File: src/rtl/fetch_pkg.sv
// Shared definitions for the five-phase fetch trigger protocol.
// The trigger sequencer and the datapath responder use the same phase enum.
package fetch_pkg;
  localparam int ADDR_W   = 8;
  localparam int DATA_W   = 16;
  localparam int OPCODE_W = 4;
  localparam int COUNT_W  = 16;

  typedef enum logic [2:0] {
    WAIT_LATCH  = 3'd0,
    WAIT_UPDATE = 3'd1,
    WAIT_FETCH  = 3'd2,
    WAIT_DECODE = 3'd3,
    WAIT_OUT    = 3'd4
  } phase_t;

  // One-hot trigger pattern {out, decode, fetch, update, latch} a phase waits for.
  function automatic logic [4:0] phase_mask(input phase_t p);
    case (p)
      WAIT_LATCH:  phase_mask = 5'b00001;
      WAIT_UPDATE: phase_mask = 5'b00010;
      WAIT_FETCH:  phase_mask = 5'b00100;
      WAIT_DECODE: phase_mask = 5'b01000;
      WAIT_OUT:    phase_mask = 5'b10000;
      default:     phase_mask = 5'b00000;
    endcase
  endfunction
endpackage

File: src/rtl/fetch_phase_tracker.sv
// Phase tracker for the fetch trigger protocol: accepts only the single
// expected trigger per phase and flags everything else as a violation.
module fetch_phase_tracker
  import fetch_pkg::*;
(
  input  logic clock,
  input  logic reset,
  input  logic latch_trigger,
  input  logic update_pc_trigger,
  input  logic fetch_prog_mem_trigger,
  input  logic decode_instr_trigger,
  input  logic out_latch_trigger,
  output logic accept_latch,
  output logic accept_update,
  output logic accept_fetch,
  output logic accept_decode,
  output logic accept_out,
  output logic violation
);
  phase_t state, state_n;
  logic [4:0] trig;
  logic hit;

  always_ff @(posedge clock) begin
    if (reset) state <= WAIT_LATCH;
    else       state <= state_n;
  end

  always_comb begin
    trig          = {out_latch_trigger, decode_instr_trigger, fetch_prog_mem_trigger,
                     update_pc_trigger, latch_trigger};
    // Exact equality with a one-hot mask also rejects multiple triggers.
    hit           = (trig == phase_mask(state)) && !reset;
    violation     = (trig != 5'd0) && !hit && !reset;
    accept_latch  = hit && (state == WAIT_LATCH);
    accept_update = hit && (state == WAIT_UPDATE);
    accept_fetch  = hit && (state == WAIT_FETCH);
    accept_decode = hit && (state == WAIT_DECODE);
    accept_out    = hit && (state == WAIT_OUT);
    state_n       = state;
    if (violation) state_n = WAIT_LATCH;
    else if (hit) begin
      case (state)
        WAIT_LATCH:  state_n = WAIT_UPDATE;
        WAIT_UPDATE: state_n = WAIT_FETCH;
        WAIT_FETCH:  state_n = WAIT_DECODE;
        WAIT_DECODE: state_n = WAIT_OUT;
        default:     state_n = WAIT_LATCH;
      endcase
    end
  end
endmodule

File: src/rtl/fetch_trigger_responder.sv
// Datapath end of the fetch trigger protocol: owns the PC, reads program
// memory, decodes the instruction word and publishes it on out-latch.
module fetch_trigger_responder #(
  parameter int ADDR_W   = fetch_pkg::ADDR_W,
  parameter int DATA_W   = fetch_pkg::DATA_W,
  parameter int OPCODE_W = fetch_pkg::OPCODE_W,
  parameter logic [ADDR_W-1:0] RESET_PC = '0
) (
  input  logic                       clock,
  input  logic                       reset,
  input  logic                       latch_trigger,
  input  logic                       update_pc_trigger,
  input  logic                       fetch_prog_mem_trigger,
  input  logic                       decode_instr_trigger,
  input  logic                       out_latch_trigger,
  input  logic                       hold_request,
  input  logic                       jump_valid,
  input  logic [ADDR_W-1:0]          jump_addr,
  output logic [ADDR_W-1:0]          prog_addr,
  output logic                       prog_rd_en,
  input  logic [DATA_W-1:0]          prog_data,
  output logic                       latched_hold,
  output logic [ADDR_W-1:0]          pc,
  output logic [OPCODE_W-1:0]        out_opcode,
  output logic [DATA_W-OPCODE_W-1:0] out_operand,
  output logic                       out_valid,
  output logic [fetch_pkg::COUNT_W-1:0] instr_count,
  output logic                       seq_error
);
  logic acc_latch, acc_update, acc_fetch, acc_decode, acc_out, violation;
  logic [DATA_W-1:0] instr;

  fetch_phase_tracker u_tracker (
    .clock                  (clock),
    .reset                  (reset),
    .latch_trigger          (latch_trigger),
    .update_pc_trigger      (update_pc_trigger),
    .fetch_prog_mem_trigger (fetch_prog_mem_trigger),
    .decode_instr_trigger   (decode_instr_trigger),
    .out_latch_trigger      (out_latch_trigger),
    .accept_latch           (acc_latch),
    .accept_update          (acc_update),
    .accept_fetch           (acc_fetch),
    .accept_decode          (acc_decode),
    .accept_out             (acc_out),
    .violation              (violation)
  );

  // A held sequence still reads memory so the same address is refetched.
  assign prog_rd_en = acc_fetch;
  assign prog_addr  = pc;

  always_ff @(posedge clock) begin
    if (reset) begin
      pc           <= RESET_PC;
      instr        <= '0;
      latched_hold <= 1'b0;
      out_opcode   <= '0;
      out_operand  <= '0;
      out_valid    <= 1'b0;
      instr_count  <= '0;
      seq_error    <= 1'b0;
    end else begin
      out_valid <= 1'b0;
      if (acc_latch) latched_hold <= hold_request;
      if (acc_update && !latched_hold) pc <= jump_valid ? jump_addr : pc + 1'b1;
      if (acc_decode) instr <= prog_data;
      if (acc_out && !latched_hold) begin
        out_opcode  <= instr[DATA_W-1 -: OPCODE_W];
        out_operand <= instr[DATA_W-OPCODE_W-1:0];
        out_valid   <= 1'b1;
        instr_count <= instr_count + 1'b1;
      end
      if (violation) seq_error <= 1'b1;
    end
  end
endmodule

File: config.mk
export PLATFORM = sky130hd
export DESIGN_NAME = fetch_trigger_responder
export DESIGN_NICKNAME = d
export VERILOG_FILES = /design/src/rtl/fetch_pkg.sv /design/src/rtl/fetch_phase_tracker.sv /design/src/rtl/fetch_trigger_responder.sv
export SDC_FILE = /design/constraint.sdc
export NUM_CORES = 1
export LEC_CHECK = 0
export BUFFER_PORTS_ARGS = -buffer_cell sky130_fd_sc_hd__buf_2
export CAP_MARGIN = 15
export CORE_UTILIZATION = 45
export DETAILED_ROUTE_END_ITERATION = 10
export GPL_TIMING_DRIVEN = 0
export PLACE_DENSITY = 0.73
export SLEW_MARGIN = 20
export SYNTH_ARGS = -nofsm -noshare
export SYNTH_HDL_FRONTEND = slang
export SYNTH_SLANG_ARGS = --single-unit
File: constraint.sdc
create_clock -name clock -period 2.02 [get_ports clock]
set_input_delay 0.202 -clock clock [delete_from_list [all_inputs] [get_ports clock]]
set_output_delay 0.202 -clock clock [all_outputs]
set_load 0.005 [all_outputs]
# [After elaboration in Yosys (flattened, before gate mapping)]
# Index checks and enable logic that the tools add are counted.
# W data, S select, Z words.
[totals] input_bits=33 regBits=62 output_inout_bits=52 word_cells=36
[op_classes] eq_ne=5 reduce_logical=16 muxes=4 n_addsub=2
[ops] op="$pmux W5 S5" count=1
[ops] op="$add A16 B1 Y16 const B" count=1
[ops] op="$pmux W3 S4" count=1
[ops] op="$logic_and A1 B1 Y1" count=10
[ops] op="$add A8 B1 Y8 const B" count=1
[ops] op="$mux W8" count=1
[ops] op="$eq A3 B2 Y1 const B" count=2
[ops] op="$eq A5 B5 Y1" count=1
[ops] op="$reduce_bool A5 Y1" count=1
[ops] op="$eq A3 B1 Y1 const B" count=1
[ops] op="$eq A3 B3 Y1 const B" count=1
[ops] op="$logic_not A1 Y1" count=3
[ops] op="$logic_not A3 Y1" count=1
[ops] op="$reduce_or A2 Y1" count=1
[ops] op="$mux W1" count=1

# [Logic depth before layout (Yosys ltp)]
# Gate-level depths: netlist (run 1).
[logic_depth] word_depth=8 mapped_depth=8 depth_no_buf=6

# [By module]
# Synthesis (run 1) repeated with hierarchy kept, for this count alone.
[unflattened] cells_unflattened=333 hier_area_um2=2897.8
[by_module_without_submodules] mod="fetch_trigger_responder" n_inst=1 cells_each=283 area_per_inst_um2=2489.9 seq_area_each_um2=1181.1
[by_module_without_submodules] mod="fetch_phase_tracker" n_inst=1 cells_each=50 area_per_inst_um2=407.9 seq_area_each_um2=60.1

# [Worst setup path after synthesis (run 1)]
# No wires, ideal clock.
[synth_path] kind="register to register" from="register u_tracker.state[1]" to="register instr_count[11] (netlist bit)" t_arrival_ps=1817 setup_ps=135 synth_period_minus_slack_ps=1952 path_stages_with_launch=9 n_path_buf=3 setup_slack_ps=68 required_time_ps=1885 path_cell_list="dfxtp_1 > buf_6 > or3b_1 > nand2_2 > o2111ai_4 > buf_6 > buf_2 > o311ai_0 > o41ai_1"
[synth_between] elab_chain_len=6 elab_cells_between_ends=10 cone_classes="eq/ne (5); mux (1); reduce/logical (4)"
[synth_lines] element="start: declaration" line="fetch_phase_tracker.sv:20" rtl="phase_t state, state_n;"
[synth_lines] element="start signal: assignment" line="fetch_phase_tracker.sv:26" rtl="else state <= state_n;"
[synth_lines] element="$eq A3 B3 Y1 (tied with other cells)" line="fetch_pkg.sv:19, fetch_phase_tracker.sv:39"
[synth_lines] element="$pmux W5 S5" line="fetch_pkg.sv:19" rtl="case (p)"
[synth_lines] element="$eq A5 B5 Y1" line="fetch_phase_tracker.sv:33" rtl="hit = (trig == phase_mask(state)) && !reset;"
[synth_lines] element="$logic_and A1 B1 Y1" line="fetch_phase_tracker.sv:33"
[synth_lines] element="$logic_and A1 B1 Y1 *" line="fetch_phase_tracker.sv:39" rtl="accept_out = hit && (state == WAIT_OUT);"
[synth_lines] element="$logic_and A1 B1 Y1 *" line="fetch_trigger_responder.sv:68" rtl="if (acc_out && !latched_hold) begin"
[synth_lines] element="end signal: assignment" line="fetch_trigger_responder.sv:72" rtl="instr_count <= instr_count + 1'b1;"
[synth_lines] element="end: declaration" line="fetch_trigger_responder.sv:27" rtl="output logic [fetch_pkg::COUNT_W-1:0] instr_count,"
# Mark *: on every way between the ends. The rest lies on a longest branch, timed or not.
# A chain may end at the register's enable or synchronous reset.

# [Final worst setup path (run 1)]
[layout_path] from="register u_tracker.state[1]" to="register instr_count[6] (netlist bit)"
# The elaborated chain is that of the path after synthesis.

==> results of run 1 <==
==> layout make-up <==
cell class / instances / area, um2
repair buffers: 113 / 693
clock buffers: 11 / 141
flip-flops and latches: 62 / 1250
fillers: 496 / 1900
plain buffers: 39 / 307
well taps: 77 / 96.3
multi-input cells: 256 / 2080
clock inverters: 4 / 47.5
inverters: 6 / 22.5
==> logic make-up after synthesis <==
kind of cell / Yosys count
adder cells (fa/ha/maj): 2
AO/OA/AOI/OAI: 126
flip-flops: 62
XOR/XNOR: 1
buffers and inverters: 45
multiplexers: 3
AND/OR/NAND/NOR: 124
==> power groups by stage <==
stage / Combinational, mW / Clock [mW] / Sequential [mW]
2_1_floorplan: 0.0861 / 0 / 1.25
3_3_place_gp: 0.157 / 0 / 1.25
3_5_place_dp: 0.159 / 0 / 1.25
4_1_cts: 0.206 / 1.09 / 1.23
5_1_grt: 0.255 / 1.16 / 1.23
6_report: 0.240 / 1.09 / 1.23
==> flip-flops by register name (all words and copies together) (netlist names) <==
name / cells
out_operand: 12
seq_error: 1
instr_count: 16
instr: 16
u_tracker.state: 3
out_valid: 1
latched_hold: 1
pc: 8
out_opcode: 4
==> per-stage QoR <==
stage / util / hold slack (ns) / setup TNS (ns)
finish: 0.709 / 0.0769 / -4.56
global placement: 0.556 / 0.431 / -8.91
CTS: 0.651 / 0.0732 / -1.01
global route: 0.709 / 0.0633 / -8.45
detailed placement: 0.556 / 0.431 / -10.43
floorplan: - / 0.347 / 0
==> timing repair <==
item / in CTS / in global routing
pin swaps: 32 / 25
buffers inserted: 20 / 5
cloned: 3 / 2
resized for setup: 67 / 91
setup endpoints to repair: 59 / 61
==> critical path: stages (launching register included) <==
cell and delay [ns]:
dfxtp_2 0.36, mux2_4 0.32, nor4_4 0.35, buf_4 0.22, o31ai_4 0.10, buf_12 0.16, or4_4 0.48, a21oi_2 0.14
==> layout by cell type, fill, tap and decap left out, types with 3 or more instances in the layout <==
master / count
nor4_1: 3
buf_8: 3
and3_1: 5
a21oi_1: 36
nand3_1: 20
inv_1: 5
o21ai_0: 4
nor2_1: 12
or4_1: 4
or4_4: 8
or2_2: 3
clkbuf_1: 12
a31o_4: 6
nand4_1: 9
a31oi_1: 3
buf_2: 87
o311ai_4: 3
o41ai_2: 4
a31o_2: 15
o31ai_2: 12
o31ai_1: 3
nor3_2: 4
buf_4: 26
dfxtp_1: 59
a21oi_2: 10
or3_1: 4
nand2_1: 19
o31ai_4: 3
nor3_1: 12
o21ai_1: 9
clkbuf_8: 10
o21ai_2: 4
buf_6: 20
==> path summary, 6_finish.rpt <==
path / start / to / slack [ns]
setup / recovery: u_tracker.state[1]$_SDFFE_PP0P_ / instr_count[6]$_SDFFE_PP0P_ / -0.20
hold / removal: prog_data[6] / instr[6]$_SDFFE_PP0P_ / 0.08
setup reg to reg: u_tracker.state[1]$_SDFFE_PP0P_ / instr_count[6]$_SDFFE_PP0P_ / -0.20
hold reg to reg: out_opcode[0]$_SDFFE_PP0P_ / out_opcode[0]$_SDFFE_PP0P_ / 0.46
==> layer usage <==
metal / GRT usage / up-vias
met5: 0 / -
met4: 0.111 / 0
met3: 0.0730 / 43
met2: 0.457 / 216
met1: 0.350 / 1703
li1: - / 1635
==> flow_summary_export.csv, run 1 <==
group,metric,value,unit
run_status,status,"complete, but fails checks",
run_status,failed_checks,"setup timing",
routing,drtIter0Drc,282,
power_and_ir_drop,p_total,2.56,mW
routing,wl_met2,5.29,mm
logic_synthesis,yosys.area.top_type,"dfxtp_1",
placed_design,port_buffers,84,
layout,area_growth_syn_to_layout,48.6,%
placed_design,dp_slack,-0.300,ns
cts,cts_sinks,62,
logic_synthesis,yosys-top-cells-count,"dfxtp_1, a21oi_1, a31o_2, nand3_1, nand2_1",
floorplanning,dieArea,0.00726,mm2
routing,wl_met3,918,um
layout,diodes,0,
worst_setup_path,end_kind,"register",
timing,tightest_slew,0.802,ns
layout,fin_nets,522,
routing,avgViaCountPerCell,6.33,
power_and_ir_drop,irDropWorstVdd,0.437,mV
cts,clock_latency,0.35,ns
placed_design,gp_congestion,0.883,
cts,cts_tree,"built",
worst_setup_path,arrival,2.50,ns
logic_synthesis,ys_ff_latch,62,
power_and_ir_drop,p_leak,1.86,nW
routing,top_layer_used,"met4",
layout,finalNonFillerCells,568,
power_and_ir_drop,switching_share,0.255,
hold_path,min_path_cells,2,
timing,min_period_over_period,1.10,
power_and_ir_drop,pwr-share-comb,0.094,
timing,fin_crit,2.22,ns
routing,num_vias,3597,
floorplanning,die_y,85.2,um
power_and_ir_drop,intPower,1.91,mW
logic_synthesis,syn_nets,398,
routing,wire_per_inst,19.2,um
floorplanning,core_area,0.00653,mm2
cts,numCtsBuffers,9,
logic_synthesis,synthFlopType,"dfxtp_1",
logic_synthesis,yosysMostFrequentCell,"dfxtp_1",
floorplanning,die_x,85.2,um
placed_design,dp_hpwl,6.28,mm
logic_synthesis,ys_seq_area_frac,0.398,
power_and_ir_drop,clkPwrFrac,0.427,
worst_setup_path,cp_data_required_time,2.30,ns
worst_setup_path,cp_max_fo,6,
routing,drc,0,
grt,antenna_found_initial,0,
logic_synthesis,muxShareOfSynthArea,0.0104,
logic_synthesis,yosys.area_share.simple,0.231,
placed_design,placed_area,0.00363,mm2
logic_synthesis,synth_fa_ha_area_frac,0.00803,
timing,setup_ws,-0.205,ns
cts,cts_buffer_depth,2,
cts,h-tree-depth,3,
logic_synthesis,synth_compound_area_frac,0.275,
logic_synthesis,yosys_warnings,0,
grt,grt_pass1_vias,3283,
timing,slew_violations,0,
logic_synthesis,synth_edf_count,0,
logic_synthesis,synth.top_cell.area_share,0.398,
logic_synthesis,synth_top_family_by_area,"compound AO/OA/AOI/OAI gates",
hold_path,min_path_type,"in2reg",
floorplanning,ios,85,
logic_synthesis,synth_xor_area_frac,0.00281,
logic_synthesis,synth_cells,363,
grt,gr-total-overflow,0,
worst_setup_path,cp-start-kind,"register",
logic_synthesis,synth-async-reset-ratio,0,
timing,setup_violations,52,
grt,grt_max_degree,11,
timing,fmax,0.450,GHz
cts,cts_root_buffer,"clkbuf_8",
logic_synthesis,avgSynthCellArea,8.59,um2
job,maxCapViolCount,0,
layout,fin_area,0.00463,mm2
cts,path_clk_slew,0.07,ns
timing,maxSlewHeadroom,0.466,
timing,rsz0062_at_grt,"yes",
power_and_ir_drop,switching_power,0.651,mW
grt,grtUsageTotal,0.279,
layout,drive_gt1_frac,0.513,
worst_setup_path,crit_type,"reg2reg",
timing,finalClockSkew,0.00581,ns
routing,drt-met1-wl,4.33,mm
power_and_ir_drop,powerDensity,552,mW/mm2
logic_synthesis,syn_area,0.00312,mm2
logic_synthesis,synth_area_leaders,"dfxtp_1, a21oi_1, a31o_2, o31ai_1, nand3_1",
grt,grt_pass1_wl,15.9,mm
timing,hold_viol,0,
floorplanning,start_util,0.477,
logic_synthesis,yosysUniqueCellTypes,54,
routing,wl,10.9,mm
worst_setup_path,r2r_cells,7,
power_and_ir_drop,sequentialPowerShare,0.479,
routing,ant_nets,0,
cts,hold_buffers,0,
routing,firstDrtPassIters,6,
placed_design,placed_cells,524,
floorplanning,rows,29,
Note: power is estimated with default switching activity, not from simulation.
==> inputs of run 2 (changes only) <==
--- a/config.mk
+++ b/config.mk
@@ -5,12 +5,15 @@
 export SDC_FILE = /design/constraint.sdc
 export NUM_CORES = 1
 export LEC_CHECK = 0
+export ABC_CLOCK_PERIOD_IN_PS = 2020
 export BUFFER_PORTS_ARGS = -buffer_cell sky130_fd_sc_hd__buf_2
 export CAP_MARGIN = 15
-export CORE_UTILIZATION = 45
+export CELL_PAD_IN_SITES_DETAIL_PLACEMENT = 1
+export CELL_PAD_IN_SITES_GLOBAL_PLACEMENT = 1
+export CORE_UTILIZATION = 35
 export DETAILED_ROUTE_END_ITERATION = 10
 export GPL_TIMING_DRIVEN = 0
-export PLACE_DENSITY = 0.73
+export PLACE_DENSITY = 0.76
 export SLEW_MARGIN = 20
 export SYNTH_ARGS = -nofsm -noshare
 export SYNTH_HDL_FRONTEND = slang
==> run 2 against run 1 <==
Die area increased by 28%. Register-to-register slack lost 0.095 ns. Sequential cell count is the same. The run still ends with setup timing left. Design area grew 0.57%. Cell count is 5.6% higher. Largest power group unchanged. Clock-buffer cell count unchanged. Worst setup slack lost 0.095 ns. Critical path depth rose by 1.
==> flow_summary_export.csv, run 2 (synthesized netlist as in run 1, its figures left out) <==
group,metric,value,unit
run_status,status,"complete, but fails checks",
run_status,failed_checks,"setup timing",
grt,grtUsageTotal,0.278,
worst_setup_path,cp.depth,8,
cts,cts_root_buffer,"clkbuf_8",
floorplanning,die_y,96.4,um
layout,mostFrequentLayoutCell,"buf_2",
floorplanning,rows,34,
cts,cts_sinks,62,
placed_design,gp_congestion,0.875,
timing,hold_viol,0,
timing,fin_crit,2.32,ns
routing,avgViaCountPerCell,6.16,
routing,ant_nets,0,
cts,path_clk_slew,0.07,ns
placed_design,port_buffers,84,
routing,drtIter0Drc,299,
cts,cts_tree,"built",
layout,drive_gt1_frac,0.488,
worst_setup_path,crit_path_frequent_cell,"buf_4",
worst_setup_path,critPathMaxStageDelay,0.52,ns
layout,final_cell_mix,"buf_2, dfxtp_1, a21oi_1",
floorplanning,start_util,0.359,
layout,multi_input_area,0.00205,mm2
worst_setup_path,cp_data_required_time,2.30,ns
worst_setup_path,cp_max_fo,6,
grt,grt_max_degree,12,
placed_design,dp_slack,-0.393,ns
timing,setup_ws,-0.300,ns
timing,slew_violations,0,
timing,setup_tns,-8.78,ns
floorplanning,die_x,96.4,um
layout,fin_area,0.00466,mm2
worst_setup_path,r2r_cells,8,
grt,grt_pass1_wl,19.3,mm
power_and_ir_drop,p_total,2.63,mW
job,maxCapViolCount,0,
cts,cts_buffer_depth,2,
timing,rsz0062_at_grt,"yes",
grt,grt_pass1_vias,3654,
worst_setup_path,worstSetupEndpoint,"instr_count[8]$_SDFFE_PP0P_",
placed_design,dp_hpwl,7.39,mm
layout,reg_top3,"instr: 16 flops, instr_count: 16 flops, out_operand: 12 flops",
worst_setup_path,worstPathCellList,"mux2_4 > nor4_4 > buf_4 > nor3_4 > buf_4 > buf_4 > or4_4 > a21oi_2",
timing,setup_violations,53,
floorplanning,ios,85,
worst_setup_path,crit_type,"reg2reg",
worst_setup_path,critical-path-slowest-cell,"or4_4",
floorplanning,dieArea,0.00929,mm2
worst_setup_path,end_kind,"register",
timing,min_period_over_period,1.15,
worst_setup_path,cp_top_family,"simple AND/OR/NAND/NOR gates",
worst_setup_path,cp-startpoint,"u_tracker.state[1]$_SDFFE_PP0P_",
power_and_ir_drop,irDropWorstVdd,0.332,mV
routing,wire_per_inst,22.6,um
timing,tightest_slew,0.791,ns
routing,wl,13.6,mm
layout,area_growth_syn_to_layout,49.4,%
cts,hold_buffers,0,
grt,gr-total-overflow,0,
cts,numCtsBuffers,9,
worst_setup_path,regToRegStartpoint,"u_tracker.state[1]$_SDFFE_PP0P_",
power_and_ir_drop,powerDensity,564,mW/mm2
layout,fillers,1071,
worst_setup_path,cp-start-kind,"register",
layout,diodes,0,
timing,maxSlewHeadroom,0.473,
placed_design,placed_area,0.00367,mm2
timing,finalClockSkew,0.00908,ns
cts,clock_latency,0.35,ns
routing,num_vias,3698,
worst_setup_path,arrival,2.60,ns
cts,h-tree-depth,3,
routing,firstDrtPassIters,5,
floorplanning,core_area,0.00868,mm2
worst_setup_path,ff2ff_setup_slack,-0.30,ns
worst_setup_path,r2r_end,"instr_count[8]$_SDFFE_PP0P_",
power_and_ir_drop,p_leak,1.87,nW
grt,antenna_found_initial,0,
layout,seq_area,0.00125,mm2
hold_path,min_path_type,"in2reg",
layout,fin_nets,522,
worst_setup_path,cp.buffers_inverters,3,
routing,drc,0,
timing,fmax,0.431,GHz
run 2: cell count changes in the layout (fill, tap and decap cells not counted), sizes merged:
cell	delta
buf	-3
clkbuf	+3
clkinvlp	+1
run 2: per-stage QoR:
stage | cells | hold slack (ns) | util
after global placement | 555 | 0.431 | 0.423
after CTS | 594 | 0.0801 | 0.503
after global routing | 600 | 0.0764 | 0.537
after floorplan | 363 | 0.347 | -
final | 600 | 0.0749 | 0.537
after detailed placement | 555 | 0.433 | 0.423
run 2: layout make-up:
class                           count  share of cell area
Buffer                             39              0.0677
Clock buffer                       11              0.0304
Clock inverter                      5              0.0126
Inverter                            6             0.00484
Multi-Input combinational cell    256               0.439
Sequential cell                    62               0.268
Tap cell                          108              0.0290
Timing Repair Buffer              113               0.148
run 2: how the worst min path moves through the flow:
stage	start	cells after the start	end
final	hold_request	2	latched_hold$_SDFFE_PP0P_
after global placement	hold_request	2	latched_hold$_SDFFE_PP0P_
after floorplan	prog_data[0]	1	instr[0]$_SDFFE_PP0P_
after detailed placement	hold_request	2	latched_hold$_SDFFE_PP0P_
after CTS	prog_data[4]	2	instr[4]$_SDFFE_PP0P_
after global routing	hold_request	2	latched_hold$_SDFFE_PP0P_
run 2: routing by layer:
layer,track usage,vias to the layer above,share of wire
li1,-,1631,-
met1,0.337,1844,0.40
met2,0.469,175,0.50
met3,0.0482,48,0.060
met4,0.142,0,0.041
met5,0,-,0
run 2: worst register-to-register path: cells and delay by family (launching register included):
family / cells / cell delay, ns
AND/OR/NAND/NOR: 3 / 0.86
buffers and inverters: 3 / 0.54
flip-flops: 1 / 0.37
multiplexers: 1 / 0.34
AO/OA/AOI/OAI: 1 / 0.14
run 2: power by group:
part / switching (mW) / internal [mW] / total [mW]
Combinational: 0.161 / 0.0894 / 0.251
Clock: 0.546 / 0.604 / 1.15
Sequential: 0.00376 / 1.22 / 1.22
Total: 0.711 / 1.91 / 2.63
run 2: what timing repair did:
item,4_1_cts,5_1_grt
pin swaps,27,11
setup buffers,19,8
setup endpoints to repair,60,62
gates resized for setup,73,64
cloned,4,1
==> inputs of run 3 (changes only) <==
--- a/config.mk
+++ b/config.mk
@@ -14,6 +14,7 @@
 export DETAILED_ROUTE_END_ITERATION = 10
 export GPL_TIMING_DRIVEN = 0
 export PLACE_DENSITY = 0.76
+export SETUP_SLACK_MARGIN = 0.15
 export SLEW_MARGIN = 20
 export SYNTH_ARGS = -nofsm -noshare
 export SYNTH_HDL_FRONTEND = slang
==> run 3 against run 2 <==
The run still ends with setup timing left. First-iteration DRC count shrank 36%. Clock-buffer cell count shrank 1. Design area grew 18%. Critical path type is now reg2out. Critical endpoint is now prog_rd_en.
==> flow_summary_export.csv, run 3 (synthesized netlist as in run 1, its figures left out) <==
group,metric,value,unit
timing,rsz0062_at_grt,"yes",
floorplanning,die_y,96.4,um
power_and_ir_drop,p_leak,2.29,nW
layout,finalNonFillerCells,619,
timing,setup_ws,-0.361,ns
routing,firstDrtPassIters,5,
worst_setup_path,ff2ff_setup_slack,-0.22,ns
routing,wl,16.4,mm
cts,cts_root_buffer,"clkbuf_8",
grt,antenna_found_initial,0,
timing,slew_violations,0,
routing,drc,0,
layout,diodes,0,
timing,hold_viol,0,
hold_path,min_path_type,"in2reg",
worst_setup_path,end_kind,"output port",
timing,maxSlewHeadroom,0.373,
power_and_ir_drop,powerDensity,502,mW/mm2
placed_design,gp_congestion,0.842,
cts,clock_latency,0.36,ns
worst_setup_path,arrival,2.18,ns
hold_path,hold-path-endpoint,"instr[4]$_SDFFE_PP0P_",
worst_setup_path,critPathMaxStageDelay,0.39,ns
worst_setup_path,crit_type,"reg2out",
layout,reg_top3,"instr: 16 flops, instr_count: 16 flops, out_operand: 12 flops",
floorplanning,start_util,0.359,
cts,cts_buffer_depth,2,
worst_setup_path,r2r_end,"instr_count[12]$_SDFFE_PP0P_",
cts,numCtsBuffers,9,
routing,wire_per_inst,26.5,um
timing,tightest_slew,0.940,ns
timing,min_period_over_period,1.18,
routing,num_vias,3897,
cts,cts_sinks,62,
routing,ant_nets,0,
worst_setup_path,cp-start-kind,"register",
floorplanning,core_area,0.00868,mm2
floorplanning,dieArea,0.00929,mm2
worst_setup_path,critical-path-slowest-cell,"nor4_4",
floorplanning,die_x,96.4,um
placed_design,port_buffers,84,
grt,gr-total-overflow,0,
worst_setup_path,cp.buffers_inverters,2,
worst_setup_path,worstPathCellList,"nor2b_4 > buf_6 > nor4_4 > nor3_4 > nand2b_4 > nor4b_2 > buf_2",
worst_setup_path,regToRegStartpoint,"u_tracker.state[1]$_SDFFE_PP0P_",
layout,fin_util,0.635,
worst_setup_path,cp_top_family,"simple AND/OR/NAND/NOR gates",
power_and_ir_drop,irDropWorstVdd,0.432,mV
timing,setup_tns,-7.82,ns
run_status,failed_checks,"setup timing",
timing,setup_violations,61,
layout,drive_gt1_frac,0.591,
routing,avgViaCountPerCell,6.30,
worst_setup_path,cp_data_required_time,1.82,ns
worst_setup_path,cp_max_fo,3,
grt,grt_pass1_vias,3813,
grt,grtUsageTotal,0.314,
placed_design,dp_hpwl,7.50,mm
timing,finalClockSkew,0.00945,ns
cts,path_clk_slew,0.08,ns
run_status,status,"complete, but fails checks",
layout,fillers,929,
timing,holdWs,0.0670,ns
timing,fmax,0.420,GHz
layout,area_growth_syn_to_layout,76.9,%
power_and_ir_drop,p_total,2.77,mW
placed_design,placed_cells,555,
cts,cts_tree,"built",
cts,h-tree-depth,3,
hold_path,min_path_cells,2,
job,maxCapViolCount,0,
floorplanning,ios,85,
cts,hold_buffers,0,
floorplanning,rows,34,
layout,final_cell_mix,"buf_2, dfxtp_1, buf_4",
hold_path,hold_start,"prog_data[4]",
timing,fin_crit,2.38,ns
worst_setup_path,r2r_cells,9,
layout,mostFrequentLayoutCell,"buf_2",
routing,drtIter0Drc,192,
grt,grt_max_degree,13,
layout,fin_nets,541,
grt,grt_pass1_wl,21.2,mm
-- run 3: worst max-delay path by stage --
stage	from	end	slack [ns]	cells after the start
global placement	u_tracker.state[0]$_SDFFE_PP0P_	u_tracker.state[0]$_SDFFE_PP0P_	-0.34	7
floorplan	u_tracker.state[1]$_SDFFE_PP0P_	instr_count[15]$_SDFFE_PP0P_	0.12	6
finish	u_tracker.state[1]$_SDFFE_PP0P_	prog_rd_en	-0.36	7
detailed placement	u_tracker.state[0]$_SDFFE_PP0P_	u_tracker.state[1]$_SDFFE_PP0P_	-0.40	7
global route	u_tracker.state[1]$_SDFFE_PP0P_	prog_rd_en	-0.37	7
CTS	u_tracker.state[1]$_SDFFE_PP0P_	prog_rd_en	-0.17	7
-- run 3: repair_timing --
action	4_1_cts	5_1_grt
resized for setup	141	81
setup endpoints to repair	62	63
pin swaps	54	41
buffers inserted	30	10
gates cloned	7	2
endpoints found under the hold margin	0	0
-- run 3: final cells by class --
class / count / area (um2) / share of cell area
clock inverters: 6 / 70.1 / 0.0127
inverters: 6 / 22.5 / 0.00409
plain buffers: 39 / 408 / 0.0740
repair buffers: 132 / 961 / 0.174
clock buffers: 10 / 138 / 0.0250
flip-flops and latches: 62 / 1250 / 0.227
well taps: 108 / 135 / 0.0245
multi-input cells: 256 / 2530 / 0.459
-- run 3: report_power, final --
group	internal, mW	switching (mW)	total, mW
registers	1.22	0.00348	1.22
clock network	0.610	0.592	1.20
logic	0.138	0.206	0.344
-- run 3: per-stage QoR --
stage | worst slack [ns] | cell area (um2)
after floorplan | 0.118 | 3280
after global placement | -0.338 | 3840
after detailed placement | -0.403 | 3840
after CTS | -0.170 | 4960
after global routing | -0.372 | 5510
final | -0.361 | 5510
-- run 3: layer usage --
layer,vias to the layer above,global-route usage,share of wire
met2,208,0.549,0.52
met5,-,0,0
met4,0,0.143,0.036
met1,1962,0.369,0.39
li1,1672,-,-
met3,55,0.0608,0.062
